**src/rtl/adrv9001_clk_en_gen.sv**
```systemverilog
// Per-channel divided clock-enable generator with a common sync that realigns every channel.
// Define ADRV9001_CLK_EN_GEN_DIV_CLK_EN to build the divided-clock (div_clk) level logic.
module adrv9001_clk_en_gen #(
    parameter int NUM_CH    = 4,
    parameter int DIV_WIDTH = 8
) (
    input  logic                        clk,
    input  logic                        rstn,
    input  logic                        sync,
    input  logic [NUM_CH-1:0]           ch_en,
    input  logic [NUM_CH*DIV_WIDTH-1:0] div,
    output logic [NUM_CH-1:0]           ce,
    output logic [NUM_CH-1:0]           div_clk,
    output logic                        aligned
);

    logic                 rst_meta_q;
    logic                 run_q;
    logic [DIV_WIDTH-1:0] cnt_q   [NUM_CH];
    logic [DIV_WIDTH-1:0] cnt_d   [NUM_CH];
    logic [DIV_WIDTH-1:0] ract_q  [NUM_CH];
    logic [DIV_WIDTH-1:0] ract_d  [NUM_CH];
    logic [DIV_WIDTH-1:0] div_eff [NUM_CH];
    logic [NUM_CH-1:0]    ce_q;
    logic [NUM_CH-1:0]    ce_d;
    logic [NUM_CH-1:0]    en_prev_q;
    logic                 aligned_q;
    logic                 aligned_d;
    logic                 phase_lost;

    // Until the release synchroniser reports run, channels behave as disabled so ract tracks div.
    always_comb begin
        phase_lost = 1'b0;
        for (int i = 0; i < NUM_CH; i++) begin
            div_eff[i] = (div[i*DIV_WIDTH +: DIV_WIDTH] == '0) ? DIV_WIDTH'(1)
                                                               : div[i*DIV_WIDTH +: DIV_WIDTH];
            cnt_d[i]   = cnt_q[i];
            ract_d[i]  = ract_q[i];
            ce_d[i]    = 1'b0;
            if (sync || !ch_en[i] || !run_q) begin
                cnt_d[i]  = '0;
                ract_d[i] = div_eff[i];
            end else if (cnt_q[i] >= ract_q[i] - 1'b1) begin
                cnt_d[i]  = '0;
                ce_d[i]   = 1'b1;
                ract_d[i] = div_eff[i];
                if (div_eff[i] != ract_q[i]) phase_lost = 1'b1;
            end else begin
                cnt_d[i]  = cnt_q[i] + 1'b1;
            end
            if (ch_en[i] && !en_prev_q[i]) phase_lost = 1'b1;
        end
        aligned_d = sync ? 1'b1 : (phase_lost ? 1'b0 : aligned_q);
    end

    always_ff @(posedge clk or negedge rstn) begin
        if (!rstn) begin
            rst_meta_q <= 1'b0;
            run_q      <= 1'b0;
            ce_q       <= '0;
            en_prev_q  <= '0;
            aligned_q  <= 1'b0;
            for (int i = 0; i < NUM_CH; i++) begin
                cnt_q[i]  <= '0;
                ract_q[i] <= DIV_WIDTH'(1);
            end
        end else begin
            rst_meta_q <= 1'b1;
            run_q      <= rst_meta_q;
            ce_q       <= ce_d;
            for (int i = 0; i < NUM_CH; i++) begin
                cnt_q[i]  <= cnt_d[i];
                ract_q[i] <= ract_d[i];
            end
            if (run_q) begin
                en_prev_q <= ch_en;
                aligned_q <= aligned_d;
            end
        end
    end

    assign ce      = ce_q;
    assign aligned = aligned_q;

`ifdef ADRV9001_CLK_EN_GEN_DIV_CLK_EN
    logic [NUM_CH-1:0] dc_q;
    logic [NUM_CH-1:0] dc_d;
    logic [DIV_WIDTH:0] half [NUM_CH];

    // High for the first ceil(ract/2) counts of each period; one extra bit avoids overflow at max ratio.
    always_comb begin
        for (int i = 0; i < NUM_CH; i++) begin
            half[i] = ({1'b0, ract_d[i]} + 1'b1) >> 1;
            dc_d[i] = run_q && ch_en[i] && !sync && ({1'b0, cnt_d[i]} < half[i]);
        end
    end

    always_ff @(posedge clk or negedge rstn) begin
        if (!rstn) begin
            dc_q <= '0;
        end else begin
            dc_q <= dc_d;
        end
    end

    assign div_clk = dc_q;
`else
    assign div_clk = '0;
`endif

endmodule

```
**config.mk**
```make
export PLATFORM = sky130hd
export DESIGN_NAME = adrv9001_clk_en_gen
export DESIGN_NICKNAME = d
export VERILOG_FILES = /design/src/rtl/adrv9001_clk_en_gen.sv
export SDC_FILE = /design/constraint.sdc
export NUM_CORES = 1
export LEC_CHECK = 0
export CELL_PAD_IN_SITES_DETAIL_PLACEMENT = 1
export CELL_PAD_IN_SITES_GLOBAL_PLACEMENT = 2
export CORE_MARGIN = 2
export CORE_UTILIZATION = 36
export DETAILED_ROUTE_END_ITERATION = 10
export PLACE_DENSITY = 0.84
export SLEW_MARGIN = 5
export SYNTH_ARGS = -nofsm -noshare
export SYNTH_HDL_FRONTEND = slang
export SYNTH_SLANG_ARGS = --single-unit
export TNS_END_PERCENT = 30
```
**constraint.sdc**
```tcl
create_clock -name clk -period 3.2 [get_ports clk]
set_input_delay 0.96 -clock clk [delete_from_list [all_inputs] [get_ports clk]]
set_output_delay 0.96 -clock clk [all_outputs]
set_load 0.005 [all_outputs]
```
-- Word-level counts from Yosys, hierarchy flattened
Cells that the tools add are included.
- register bits after elaboration: 75
- bits of input ports: 39
- output and inout port bits: 9
- logic and storage cells: 106
- add/sub/neg operators: 8
- $lt $le $gt $ge: 4
- eq/ne operators: 4
- muxes and demuxes: 46
- reduce and logical (&&, ||, !) cells: 31
- operators by type and width (operator ; number):
    2-to-1 mux 8 bit ; 20
    adder 8 x 1 -> 8 bit, second input constant ; 4
    greater-or-equal comparator 8 bit ; 4
    zero test 8 bit ; 4
    != test 8 bit ; 4
    subtractor 8 x 1 -> 8 bit, second input constant ; 4
    2-to-1 mux 1 bit ; 26
    nonzero test 2 bit ; 5
    zero test 1 bit ; 9
    logical OR 1 bit ; 8
    logical AND 1 bit ; 4
    AND reduction 2 bit ; 1

-- Depth between registers and ports, before layout
- depth after elaboration: 21
- mapped depth: 14
- gate-level depth less buffers: 12

-- Worst setup path after synthesis
No wires, ideal clock.
- path type: register to register
- from: register ract_q[21] (netlist bit)
- to: register ract_q[21] (netlist bit)
- setup time: 0.065 ns
- data arrival time: 2.757 ns
- required time: 3.135 ns
- slack: 0.378 ns
- stages on the path, launching flop included: 12
- buffers on the path: 2
- period minus slack after synthesis: 2.822 ns
- cell sequence: dfrtp_1 -> or4_1 -> nor4_1 -> xnor2_1 -> ha_1 -> nand2_1 -> o41ai_1 -> or2_2 -> clkbuf_1 -> buf_2 -> nand2_1 -> nand2_1
- cells in the longest elaborated chain, start to end: 3
- RTL lines (what ; RTL line ; RTL):
    from (decl) ; 21 ; logic [DIV_WIDTH-1:0] ract_q [NUM_CH];
    from (signal, indexed assignment) ; 73 ; ract_q[i] <= ract_d[i];
    subtractor 8 x 1 -> 8 bit ; 43 ; end else if (cnt_q[i] >= ract_q[i] - 1'b1) begin
    greater-or-equal comparator 8 bit ; 43 ;
    nonzero test 2 bit (no source line) ; n/a ;
No other way between the ends.
A chain may end at the register's enable or synchronous reset.

-- Worst setup path after layout
- from: register ract_q[0] (netlist bit)
- to: register ract_q[2] (netlist bit)
Same word-level chain as after synthesis.

==> flow_metrics.env <==
export IMPL_status="finished, final reports clean"
export IMPL_layout_min_cycle_time_ps=2980
export IMPL_synth_distinct_cells=43
export IMPL_rsz0062_at_grt="false"
export IMPL_slew_limit_headroom_pct=35.3
export IMPL_drive_above_1_share_pct=9.09
export IMPL_ioPinCount=48
export IMPL_finalPower_mw=2.31
export IMPL_cp_max_fo=11
export IMPL_synthesis_area_um2=4610
export IMPL_synth_seq_cells=75
export IMPL_powerDensity_nw_per_um2=420
export IMPL_antenna_found_initial=0
export IMPL_tns_ps=0
export IMPL_final_area_um2=5500
export IMPL_routed_wl_um=10700
export IMPL_worstPathRequired_ps=3420
export IMPL_syn_avg_cell_area_um2=9.70
export IMPL_firstDrtPassIters=4
export IMPL_tightest_slew_ps=971
export IMPL_fin_skew_ps=7.44
export IMPL_dp_hpwl_um=7960
export IMPL_hold_violations=0
export IMPL_num_rows=41
export IMPL_synth_top_area_share_pct=38.6
export IMPL_worst_slack_ps=219
export IMPL_synth_seq_area_share_pct=40.8
export IMPL_dieWidth_um=117
export IMPL_max_cap_viol_count=0
export IMPL_pre_cts_ws_ps=93.0
export IMPL_synth_top_area_cell="dfrtp_1"
export IMPL_worst_setup_path_start_kind="register"
export IMPL_start_util_pct=36.7
export IMPL_nets=602
export IMPL_fin_crit_sh_pct=93.2
export IMPL_grt_pass1_vias=3717
export IMPL_r2r_setup_slack_ps=220
export IMPL_grt_max_degree=76
export IMPL_p_leak_nw=2.40
export IMPL_yosys_warnings=0
export IMPL_synth_edf_count=0
export IMPL_coreArea_um2=12600
export IMPL_synth_area_top_cells="dfrtp_1, ha_1, xnor2_1, xor2_1, mux2_2"
export IMPL_clk_path_buf_depth=2
export IMPL_final_cells=700
export IMPL_fin_util_pct=43.7
export IMPL_areaGrowthSynthToFinish_pct=19.3
export IMPL_syn_inst=475
export IMPL_grt_overflow_total=0
export IMPL_hold_class="reg2reg"
export IMPL_cts_tree="yes"
export IMPL_place_congestion=0.830
export IMPL_place_inst=684
export IMPL_synth_main_ff_cell="dfrtp_1"
export IMPL_port_buffers=43
export IMPL_die_area_um2=13700
export IMPL_drt_iter0_markers=111
export IMPL_cts_clk_slew_worst_paths_ps=60
export IMPL_clock_sinks=75
export IMPL_wl_per_cell_um=15.2
export IMPL_clk_latency_ps=340
export IMPL_cts_root_buf="clkbuf_16"
export IMPL_grt_pass1_wl_um=18000
export IMPL_cts_setup_buffers=0
export IMPL_grt_use_total_pct=16.8
export IMPL_critPathArrivalTime_ps=3200
export IMPL_cts_hold_fix_buffers=0
export IMPL_whs_ps=354
export IMPL_fmax_mhz=335
export IMPL_cts_made_buffers=9
export IMPL_viasPerCell=5.01
export IMPL_endpoint_kind="register"
export IMPL_drc=0
export IMPL_slew_viol_final=0
export IMPL_ir_worst_vdd_mv=0.196
export IMPL_dr_total_vias=3509
export IMPL_diodes=0
export IMPL_finalSetupViolCount=0
export IMPL_crit_type="reg2reg"
export IMPL_drtAntennaViolNets=0
export IMPL_synthArstFlopShare_pct=100
export IMPL_placed_area_um2=5230
export IMPL_htreeDepth=3
export IMPL_die_y_um=117
sequential cells by signal (all words and copies together) (netlist names):
register / count
en_prev_q: 4
rst_meta_q: 1
cnt_q: 32
aligned: 1
ract_q: 32
run_q: 1
ce: 4
path summary, 6_finish.rpt:
path / start / to / cells after the start
min reg2reg: rst_meta_q / run_q / 0
min in group asynchronous: rstn / ract_q[20] / 1
min: rst_meta_q / run_q / 0
max: ract_q[0] / ract_q[2] / 10
max reg2reg: ract_q[0] / ract_q[2] / 10
max in group asynchronous: rstn / ce[1] / 1
worst max-delay path, stage by stage, from the launching register on:
cell and delay [ps]:
dfstp_2 570, inv_1 120, ha_1 250, nand2_1 100, xor2_1 180, ha_1 270, a21o_1 180, a21oi_1 130
o21ai_0 160, a311o_1 550, mux2_2 340
repair_timing:
| item | in CTS | in global routing |
|---|---|---|
| gates resized for setup | 0 | 1 |
| hold endpoints to repair | 0 | 0 |
| endpoints found under the setup margin | 0 | 1 |
metal layers:
metal / share of wire (%) / global-route usage [%] / vias up
li1: - / - / 1731
met1: 47 / 22.0 / 1743
met2: 50 / 28.6 / 22
met3: 1.4 / 2.01 / 13
met4: 1.7 / 6.43 / 0
met5: 0 / 0 / -
kinds of logic (layout without fill, tap and decap cells):
kind of cell | Yosys count | in the layout | share of synthesized area [%]
muxes | 20 | 20 | 4.86
buffers and inverters | 35 | 85 | 3.23
DFF | 75 | 75 | 40.8
other | 2 | 5 | 0.163
AOI/OAI and AO/OA | 56 | 56 | 7.63
and+or+nand+nor | 171 | 171 | 18.0
xor gates and xnor gates | 76 | 76 | 14.4
adders and majority gates | 40 | 40 | 10.9
area by class of cell:
cell class / instances / area, um2
timing repair buffer: 48 / 465
multi-input combinational: 368 / 2590
clock buffer: 11 / 233
fill: 1441 / 7070
inverter: 21 / 78.8
tap: 172 / 215
sequential: 75 / 1880
clock inverter: 5 / 30.0
Yosys cell counts (3+ instances only):
| library cell | number |
|---|---|
| nand2_1 | 41 |
| or4_1 | 4 |
| nand3_1 | 24 |
| inv_1 | 21 |
| dfrtp_1 | 71 |
| o21a_1 | 4 |
| a211oi_1 | 5 |
| a21oi_1 | 15 |
| o21ai_0 | 14 |
| nand2b_1 | 5 |
| ha_1 | 40 |
| nor3_1 | 13 |
| a21o_1 | 3 |
| and3_1 | 11 |
| xor2_1 | 35 |
| clkbuf_1 | 8 |
| nand4_1 | 4 |
| mux2_2 | 19 |
| xnor2_1 | 41 |
| buf_4 | 4 |
| nor4_1 | 9 |
| or2_2 | 3 |
| nor2_1 | 48 |
| a31oi_1 | 4 |
| dfstp_2 | 4 |
| nor2b_1 | 3 |
layout by cell type, fill, tap and decap left out, types with 5 or more instances in the layout:
master / count
nand2_1: 41
dfrtp_1: 71
xnor2_1: 41
o21ai_0: 14
nand2b_1: 5
buf_4: 6
clkdlybuf4s50_1: 42
a211oi_1: 5
nor4_1: 8
nor2_1: 48
nand3_1: 24
xor2_1: 35
ha_1: 40
a21oi_1: 15
clkbuf_16: 9
inv_1: 21
conb_1: 5
nor3_1: 13
and3_1: 11
mux2_2: 19
where the power goes:
part           total (mW)  internal, mW  leakage, nW  switching (mW)
logic               0.332         0.166         1.32           0.166
registers            1.05         0.992        0.953          0.0555
clock network       0.928         0.522        0.125           0.406
Power figures use the tool's default switching activity.
